===== config.mk =====
export PLATFORM = sky130hd
export DESIGN_NAME = pc_seq_unit_flat
export DESIGN_NICKNAME = d
export VERILOG_FILES = /design/src/rtl/pc_seq_unit_if.sv /design/src/rtl/pc_seq_unit.sv /design/src/flat_wrapper.sv
export SDC_FILE = /design/constraint.sdc
export NUM_CORES = 1
export LEC_CHECK = 0
export BUFFER_PORTS_ARGS = -buffer_cell sky130_fd_sc_hd__buf_2
export CELL_PAD_IN_SITES_DETAIL_PLACEMENT = 1
export CELL_PAD_IN_SITES_GLOBAL_PLACEMENT = 2
export CORE_UTILIZATION = 37
export DETAILED_ROUTE_END_ITERATION = 6
export GPL_TIMING_DRIVEN = 0
export PLACE_DENSITY = 0.87
export SLEW_MARGIN = 10
export SYNTH_ARGS = -nofsm -noshare
export SYNTH_HDL_FRONTEND = slang
export SYNTH_SLANG_ARGS = --single-unit

===== constraint.sdc =====
create_clock -name clk -period 3.85 [get_ports clk]
set_input_delay 0.1925 -clock clk [delete_from_list [all_inputs] [get_ports clk]]
set_output_delay 0.1925 -clock clk [all_outputs]
set_load 0.01 [all_outputs]

===== src/rtl/pc_seq_unit_if.sv =====
// Bus bundle between the instruction-fetch control and the PC sequencer.
// Control inputs flow from the master; PC state and status flow back from the slave.
interface pc_seq_unit_if #(
    parameter int WIDTH = 32
);
    logic             stall;
    logic [2:0]       pc_src;
    logic             branch_taken;
    logic [WIDTH-1:0] con_ba;
    logic [WIDTH-7:0] jt;
    logic [WIDTH-1:0] databus_a;
    logic             irq;
    logic [WIDTH-1:0] pc;
    logic [WIDTH-1:0] pc_plus4;
    logic             kernel_d;
    logic             irq_ack;
    logic             ras_empty;

    modport master (
        output stall, pc_src, branch_taken, con_ba, jt, databus_a, irq,
        input  pc, pc_plus4, kernel_d, irq_ack, ras_empty
    );

    modport slave (
        input  stall, pc_src, branch_taken, con_ba, jt, databus_a, irq,
        output pc, pc_plus4, kernel_d, irq_ack, ras_empty
    );
endinterface


===== src/rtl/pc_seq_unit.sv =====
// Program-counter sequencer: next-PC selection, kernel/user protection,
// interrupt latching and a small circular return-address stack.
module pc_seq_unit #(
    parameter int               WIDTH     = 32,
    parameter logic [WIDTH-1:0] RESET_VEC = 32'h80000000,
    parameter logic [WIDTH-1:0] ILLOP_VEC = 32'h80000004,
    parameter logic [WIDTH-1:0] XADR_VEC  = 32'h80000008,
    parameter int               RAS_DEPTH = 4
) (
    input  logic          clk,
    input  logic          reset,
    pc_seq_unit_if.slave  bus
);
    localparam int PW = $clog2(RAS_DEPTH);
    localparam int CW = $clog2(RAS_DEPTH) + 1;

    typedef enum logic [2:0] {
        SRC_INCR   = 3'd0,
        SRC_BRANCH = 3'd1,
        SRC_JUMP   = 3'd2,
        SRC_JR     = 3'd3,
        SRC_ILLOP  = 3'd4,
        SRC_XADR   = 3'd5,
        SRC_JAL    = 3'd6,
        SRC_RET    = 3'd7
    } pc_src_e;

    logic [WIDTH-1:0] pc_q, pc_d;
    logic             kernel_q;
    logic             irq_pend_q, irq_pend_d;
    logic [PW-1:0]    ptr_q, ptr_d;
    logic [CW-1:0]    cnt_q, cnt_d;
    logic [WIDTH-1:0] ras_q [RAS_DEPTH];

    logic [WIDTH-1:0] incr_pc;
    logic [WIDTH-1:0] jump_tgt;
    logic [WIDTH-1:0] top_entry;
    logic [PW-1:0]    top_idx;
    logic             user_mode;
    logic             push;
    logic             take_irq;
    pc_src_e          src;

    // The kernel bit is carried through unchanged so sequential code never crosses privilege.
    assign incr_pc   = {pc_q[WIDTH-1], pc_q[WIDTH-2:0] + (WIDTH-1)'(4)};
    assign jump_tgt  = {pc_q[WIDTH-1:WIDTH-4], bus.jt, 2'b00};
    assign top_idx   = ptr_q - 1'b1;
    assign top_entry = ras_q[top_idx];
    assign user_mode = ~pc_q[WIDTH-1];
    assign src       = pc_src_e'(bus.pc_src);

    always_comb begin
        pc_d       = pc_q;
        ptr_d      = ptr_q;
        cnt_d      = cnt_q;
        push       = 1'b0;
        take_irq   = 1'b0;
        irq_pend_d = irq_pend_q | (bus.irq & user_mode);

        if (!bus.stall) begin
            if (src == SRC_ILLOP) begin
                pc_d = ILLOP_VEC;
            end else if (irq_pend_q) begin
                pc_d       = XADR_VEC;
                take_irq   = 1'b1;
                irq_pend_d = 1'b0;
            end else begin
                case (src)
                    SRC_INCR:   pc_d = incr_pc;
                    SRC_BRANCH: pc_d = bus.branch_taken ? bus.con_ba : incr_pc;
                    SRC_JUMP:   pc_d = jump_tgt;
                    SRC_JR: begin
                        pc_d = bus.databus_a;
                        if (user_mode) pc_d[WIDTH-1] = 1'b0;
                    end
                    SRC_XADR:   pc_d = XADR_VEC;
                    SRC_JAL: begin
                        pc_d  = jump_tgt;
                        push  = 1'b1;
                        ptr_d = ptr_q + 1'b1;
                        cnt_d = (cnt_q == CW'(RAS_DEPTH)) ? cnt_q : cnt_q + 1'b1;
                    end
                    SRC_RET: begin
                        if (cnt_q != '0) begin
                            pc_d  = top_entry;
                            ptr_d = top_idx;
                            cnt_d = cnt_q - 1'b1;
                        end else begin
                            pc_d = bus.databus_a;
                        end
                        if (user_mode) pc_d[WIDTH-1] = 1'b0;
                    end
                    default:    pc_d = incr_pc;
                endcase
            end
        end
    end

    always_ff @(posedge clk) begin
        if (!reset) begin
            pc_q       <= RESET_VEC;
            kernel_q   <= 1'b1;
            irq_pend_q <= 1'b0;
            ptr_q      <= '0;
            cnt_q      <= '0;
        end else begin
            pc_q       <= pc_d;
            kernel_q   <= pc_q[WIDTH-1];
            irq_pend_q <= irq_pend_d;
            ptr_q      <= ptr_d;
            cnt_q      <= cnt_d;
        end
    end

    // Writing at the pointer on a full stack naturally overwrites the oldest entry.
    always_ff @(posedge clk) begin
        if (reset && push) begin
            ras_q[ptr_q] <= incr_pc;
        end
    end

    assign bus.pc        = pc_q;
    assign bus.pc_plus4  = incr_pc;
    assign bus.kernel_d  = kernel_q;
    assign bus.irq_ack   = take_irq & reset;
    assign bus.ras_empty = (cnt_q == '0);
endmodule


===== src/flat_wrapper.sv =====
// flat-port wrapper written by rule: the top's interface ports become plain ports
module pc_seq_unit_flat 
#(
    parameter int               WIDTH     = 32,
    parameter logic [WIDTH-1:0] RESET_VEC = 32'h80000000,
    parameter logic [WIDTH-1:0] ILLOP_VEC = 32'h80000004,
    parameter logic [WIDTH-1:0] XADR_VEC  = 32'h80000008,
    parameter int               RAS_DEPTH = 4
)
  (clk, reset, bus_stall, bus_pc_src, bus_branch_taken, bus_con_ba, bus_jt, bus_databus_a, bus_irq, bus_pc, bus_pc_plus4, bus_kernel_d, bus_irq_ack, bus_ras_empty);
  pc_seq_unit_if #(.WIDTH(WIDTH)) bus_i ();
  input  logic clk;
  input  logic reset;
  input wire logic [$bits(bus_i.stall)-1:0] bus_stall;
  input wire logic [$bits(bus_i.pc_src)-1:0] bus_pc_src;
  input wire logic [$bits(bus_i.branch_taken)-1:0] bus_branch_taken;
  input wire logic [$bits(bus_i.con_ba)-1:0] bus_con_ba;
  input wire logic [$bits(bus_i.jt)-1:0] bus_jt;
  input wire logic [$bits(bus_i.databus_a)-1:0] bus_databus_a;
  input wire logic [$bits(bus_i.irq)-1:0] bus_irq;
  output wire logic [$bits(bus_i.pc)-1:0] bus_pc;
  output wire logic [$bits(bus_i.pc_plus4)-1:0] bus_pc_plus4;
  output wire logic [$bits(bus_i.kernel_d)-1:0] bus_kernel_d;
  output wire logic [$bits(bus_i.irq_ack)-1:0] bus_irq_ack;
  output wire logic [$bits(bus_i.ras_empty)-1:0] bus_ras_empty;
  assign bus_i.stall = bus_stall;
  assign bus_i.pc_src = bus_pc_src;
  assign bus_i.branch_taken = bus_branch_taken;
  assign bus_i.con_ba = bus_con_ba;
  assign bus_i.jt = bus_jt;
  assign bus_i.databus_a = bus_databus_a;
  assign bus_i.irq = bus_irq;
  assign bus_pc = bus_i.pc;
  assign bus_pc_plus4 = bus_i.pc_plus4;
  assign bus_kernel_d = bus_i.kernel_d;
  assign bus_irq_ack = bus_i.irq_ack;
  assign bus_ras_empty = bus_i.ras_empty;
  pc_seq_unit #(.WIDTH(WIDTH), .RESET_VEC(RESET_VEC), .ILLOP_VEC(ILLOP_VEC), .XADR_VEC(XADR_VEC), .RAS_DEPTH(RAS_DEPTH)) u_core (.clk(clk), .reset(reset), .bus(bus_i));
endmodule

; Word level (Yosys, flattened, before mapping)
; Memories as Yosys holds them, arrays and structs flattened.
; Cells that the tools add are included.
[op_classes]
add_sub_neg = 5
eq_ne = 12
mux = 24
bitwise = 7
n_reduce_logical = 10
[op_table]
columns = operator, n
row1 = $pmux 32 s5, 1
row2 = $mux 32, 4
row3 = $add 31x3->31 const B, 1
row4 = $eq 3x3->1 const B, 5
row5 = $mux 1, 14
row6 = $eq 3x2->1 const B, 2
row7 = $mux 3, 2
row8 = $pmux 3 s2, 1
row9 = $reduce_and 6->1, 1
row10 = $reduce_bool 6->1, 1
row11 = $reduce_and 5->1, 1
row12 = $ne 4x2->1 const B, 1
row13 = $not 1->1, 4
row14 = $pmux 2 s2, 1
row15 = $reduce_and 4->1, 1
row16 = $add 3x1->3 const B, 1
row17 = $eq 3x1->1 const B, 1
row18 = $logic_not 3->1, 1
row19 = $ne 3x1->1 const B, 1
row20 = $reduce_bool 3->1, 1
row21 = $sub 3x1->3 const B, 1
row22 = $add 2x1->2 const B, 1
row23 = $and 1x1->1, 2
row24 = $mux 2, 1
row25 = other kinds (8), 8
[word_totals]
regBits = 39
ramBits = 128
inputBits = 98
output_inout_bits = 67
elab_cells = 66
mem_count = 1
[mem_list]
columns = name, depth, word_bits, read_ports, rd_ports_with_merged_regs, write_ports, line_no
row1 = u_core.ras_q, 4, 32, 1, 0, 1, pc_seq_unit.sv:33  ; logic [WIDTH-1:0] ras_q [RAS_DEPTH];

; Depth between registers and ports, before layout
[logic_depth]
word_depth = 8
depth_mapped = 12
mapped_depth_nobuf = 7

; Worst setup path after synthesis
; Ideal clock, no wire load.
[synth_timing]
kind = register to register
start = register u_core.ptr_q[0]
end = register u_core.pc_q[3] (netlist: u_core.bus.pc[3])
setup_ns = 0.117
arrival_time_ns = 3.163
t_required_ns = 3.733
slack_ns = 0.570
stages_incl_launch_ff = 13
n_path_buf = 6
period_less_slack_ns = 3.280
path_cell_list = dfxtp_1 buf_2 buf_2 buf_2 inv_1 ha_1 buf_2 clkbuf_1 clkbuf_1 mux4_2 a22oi_1 nand2_1 a32o_1
[synth_between]
elab_chain_len = 6
[synth_lines]
columns = item, line_no
row1 = start: declaration, pc_seq_unit.sv:31  ; logic [PW-1:0] ptr_q, ptr_d;
row2 = start signal: assignment, pc_seq_unit.sv:110  ; ptr_q <= ptr_d;
row3 = $sub 2x1->2, pc_seq_unit.sv:47  ; assign top_idx = ptr_q - 1'b1;
row4 = $mem_v2 4x32, -
row5 = $mux 32, pc_seq_unit.sv:84  ; if (cnt_q != '0) begin
row6 = $pmux 32 s5, pc_seq_unit.sv:68  ; case (src)
row7 = $mux 32, pc_seq_unit.sv:63  ; end else if (irq_pend_q) begin
row8 = $mux 32, pc_seq_unit.sv:61  ; if (src == SRC_ILLOP) begin
row9 = end signal: assignment, pc_seq_unit.sv:107  ; pc_q <= pc_d;
row10 = end: declaration, pc_seq_unit.sv:28  ; logic [WIDTH-1:0] pc_q, pc_d;
; No other way between the ends.
; A chain may end at the register's enable or synchronous reset.

; Worst setup path after layout
[layout_timing]
start = register u_core.pc_q[2] (netlist: u_core.bus.pc[2])
end = output bus_pc_plus4[27]
[layout_between]
elab_chain_len = 1
[layout_lines]
columns = item, line_no
row1 = $add 31x3->31, pc_seq_unit.sv:45  ; assign incr_pc = {pc_q[WIDTH-1], pc_q[WIDTH-2:0] + (WIDTH-1)'(4)};
row2 = end: declaration, flat_wrapper.sv:22  ; output wire logic [$bits(bus_i.pc_plus4)-1:0] bus_pc_plus4;
; No other way between the ends.

==> metrics.txt <==
crit path max fanout=7; Worst Hold Slack=0.0325 ns; Syn. warnings=0; Pins Over Slew Limit=0; CP bufs+invs=1; post-synthesis async set-or-reset flop share=0; Slew @ Worst Pin=1.12 ns; skew final=0.0110 ns; Yosys cell types=69; Worst R2R Path Depth=12; gp weighted congestion=0.876; Tcrit/Tclk final=0.950; CTS Buf Count=17; cell area after synthesis=8070 um2; share of layout cells above drive strength 1=0.337; worst vdd ir=329 uV; Final Net Count=908; n_diodes=0; Synth Flop Type=edfxtp_1; DR pass1 iterations=5; largest net degree at the start of global routing=23; # clock sinks=167; GR Overflow Total=0; GRT Overall Usage=0.264; Min Clock Period, post-route=3.66 ns; fmax=0.273 GHz; crit end category=output port; Synth Register Bits=167; Vias=6,534; clock slew at reported path FFs=0.07 ns; Top delay family on crit path=simple AND/OR/NAND/NOR gates; cells after synthesis=619; Clk Latency, worst-skew pair=0.45 ns; htree depth=4; Core Box Area=21,200 um2; Die X=150 um; Inst Count DP=1,060; Pwr per Cell Area=429 nW/um2; Leakage Power=0.00366 uW; critical-path cell list=nand4_1 -> nor4_1 -> nand3_1 -> xnor2_1 -> buf_2; Critical Path Start Type=flip-flop; drt via density=5.98; drt total wl=28,700 um; Clock Root Buffer=clkbuf_16; Die H=150 um; maximum single-stage delay on the critical path=1.03 ns; CP Launch Point=u_core.bus.pc[2]; hold wc startpoint=bus_con_ba[0]; number of DRC markers in iteration 0=639; HP Class=in2reg; Resized cells post-CTS=5; Syn Area/Cell=13.0 um2; reg-to-reg setup timing slack=0.27 ns; outcome=completed; Hold Path Depth=3; Buffers on Ports=161; Rel. slew slack=0.249; final std cells w/o fill=1,092; WP data arrival=3.47 ns; reg2reg end=u_core.bus.pc[3]; DRC=0; cts hold-fix bufs=0; first-pass GRT wire length=41,900 um; Power Total=4250 uW; sequential-to-total area share from yosys stat=0.573; area grow syn2layout=22.9%; syn nets=723; FF-to-FF Start=u_core.ptr_q[0]; CTS tree=done; die area=22,400 um2; I/O pins=165; CTS Buffer Depth=2; final setup vio count=0; number of enable flip-flop cells after synthesis=128; Hold Path Sink=u_core.bus.pc[0]; initial core utilization=0.380; max-cap check violation count=0; WL/cell=26.2 um; HPWL after DPL=20,800 um; Fin. Hold Viols=0; worst setup path category=reg2out; initial antenna violation count=0; Final ANT Viol Nets=0; fill cell count=2,283; vias in the first global route=6,558; Row Count=53; CP required=3.66 ns; RSZ-0062 raised after global routing=no; Crit-path slowest cell=nor4_1; postcts setup bufs=0
-- routing by layer --
metal,vias to the layer above,track usage,part of all wire
met3,46,0.0564,0.082
met1,3361,0.351,0.41
met2,301,0.427,0.48
met4,0,0.0894,0.020
li1,2826,-,-
met5,-,0,0
-- placed cells by master (no fill, tap or decap), types with 8 or more instances in the layout --
cell type	Yosys	routed
clkbuf_16	0	17
a221o_1	12	12
a22o_1	10	10
nand2_1	49	49
edfxtp_1	128	128
mux4_2	32	32
dfxtp_1	39	39
xor2_1	14	14
buf_2	14	174
nand3_1	13	13
nor3_1	8	8
nor2_1	30	30
and3_1	8	8
xnor2_1	17	17
a222oi_1	16	16
inv_1	22	22
a21oi_1	28	28
o21ai_0	12	12
a211o_1	9	9
a22oi_1	8	8
clkbuf_1	26	23
-- flip-flops by register name (all words and copies together), names as in the netlist --
signal / flops
u_core.ras_q: 128
u_core.bus.pc: 32
u_core.bus.kernel_d: 1
u_core.irq_pend_q: 1
u_core.ptr_q: 2
u_core.cnt_q: 3
-- worst max path at each step --
stage / to / slack [ns] / depth (start not counted)
after global routing: u_core.bus.pc[3] / 0.06 / 12
after global placement: u_core.bus.pc[3] / -0.69 / 12
final: bus_pc_plus4[27] / 0.19 / 5
after detailed placement: u_core.bus.pc[3] / -0.87 / 12
after CTS: u_core.bus.pc[3] / 0.02 / 12
after floorplan: u_core.bus.pc[3] / 0.57 / 12
-- cells by family after synthesis --
| family | synth area share |
|---|---|
| flip-flops | 0.573 |
| AND/OR/NAND/NOR | 0.108 |
| AO/OA/AOI/OAI | 0.146 |
| buffers and inverters | 0.0366 |
| multiplexers | 0.0920 |
| XOR/XNOR | 0.0337 |
| adder cells (fa/ha/maj) | 0.0102 |
-- metrics by stage --
stage	util	TNS [ns]	setup slack (ns)	area [um2]
6_report	0.467	0	0.192	9910
5_1_grt	0.467	0	0.0558	9910
4_1_cts	0.467	0	0.0188	9910
3_5_place_dp	0.439	-10.93	-0.865	9320
3_3_place_gp	0.434	-8.04	-0.694	9220
2_1_floorplan	-	0	0.570	8070
-- final cells by class --
type / instances / area (um2) / area share
Clock inverter: 15 / 158 / 0.0159
Tap cell: 275 / 344 / 0.0347
Clock buffer: 17 / 425 / 0.0429
Multi-Input combinational cell: 383 / 3160 / 0.319
Inverter: 23 / 86.3 / 0.00871
Timing Repair Buffer: 166 / 891 / 0.0899
Buffer: 46 / 223 / 0.0225
Sequential cell: 167 / 4620 / 0.466
-- report_power, final --
group,total (uW),internal (uW),switching [uW]
Sequential,2030,1980,49.4
Combinational,516,201,314
Clock,1700,867,836
-- synth_stat cells (7+ instances only) --
cell	count	area share
a22o_1	10	0.011
nor3_1	8	0.0050
inv_1	22	0.010
nand3_1	13	0.0081
xor2_1	14	0.015
a22oi_1	8	0.0074
clkbuf_1	26	0.012
and3_1	8	0.0062
a222oi_1	16	0.020
edfxtp_1	128	0.48
a21oi_1	28	0.017
a21o_1	7	0.0065
a211o_1	9	0.0098
xnor2_1	17	0.018
buf_2	14	0.0087
o21ai_0	12	0.0074
dfxtp_1	39	0.097
mux4_2	32	0.089
a221o_1	12	0.015
nand2_1	49	0.023
nor4bb_1	7	0.0087
nor2_1	30	0.014
-- worst reg2reg max path, delay by kind of cell (launching register included) --
| kind | cells | cell delay [ns] |
|---|---|---|
| simple gates | 1 | 0.08 |
| mux | 1 | 0.34 |
| compound gates | 2 | 0.46 |
| fa+ha+maj | 1 | 0.28 |
| buf+inv | 7 | 1.95 |
| flops | 1 | 0.37 |
Note: power is estimated with default switching activity, not from simulation.
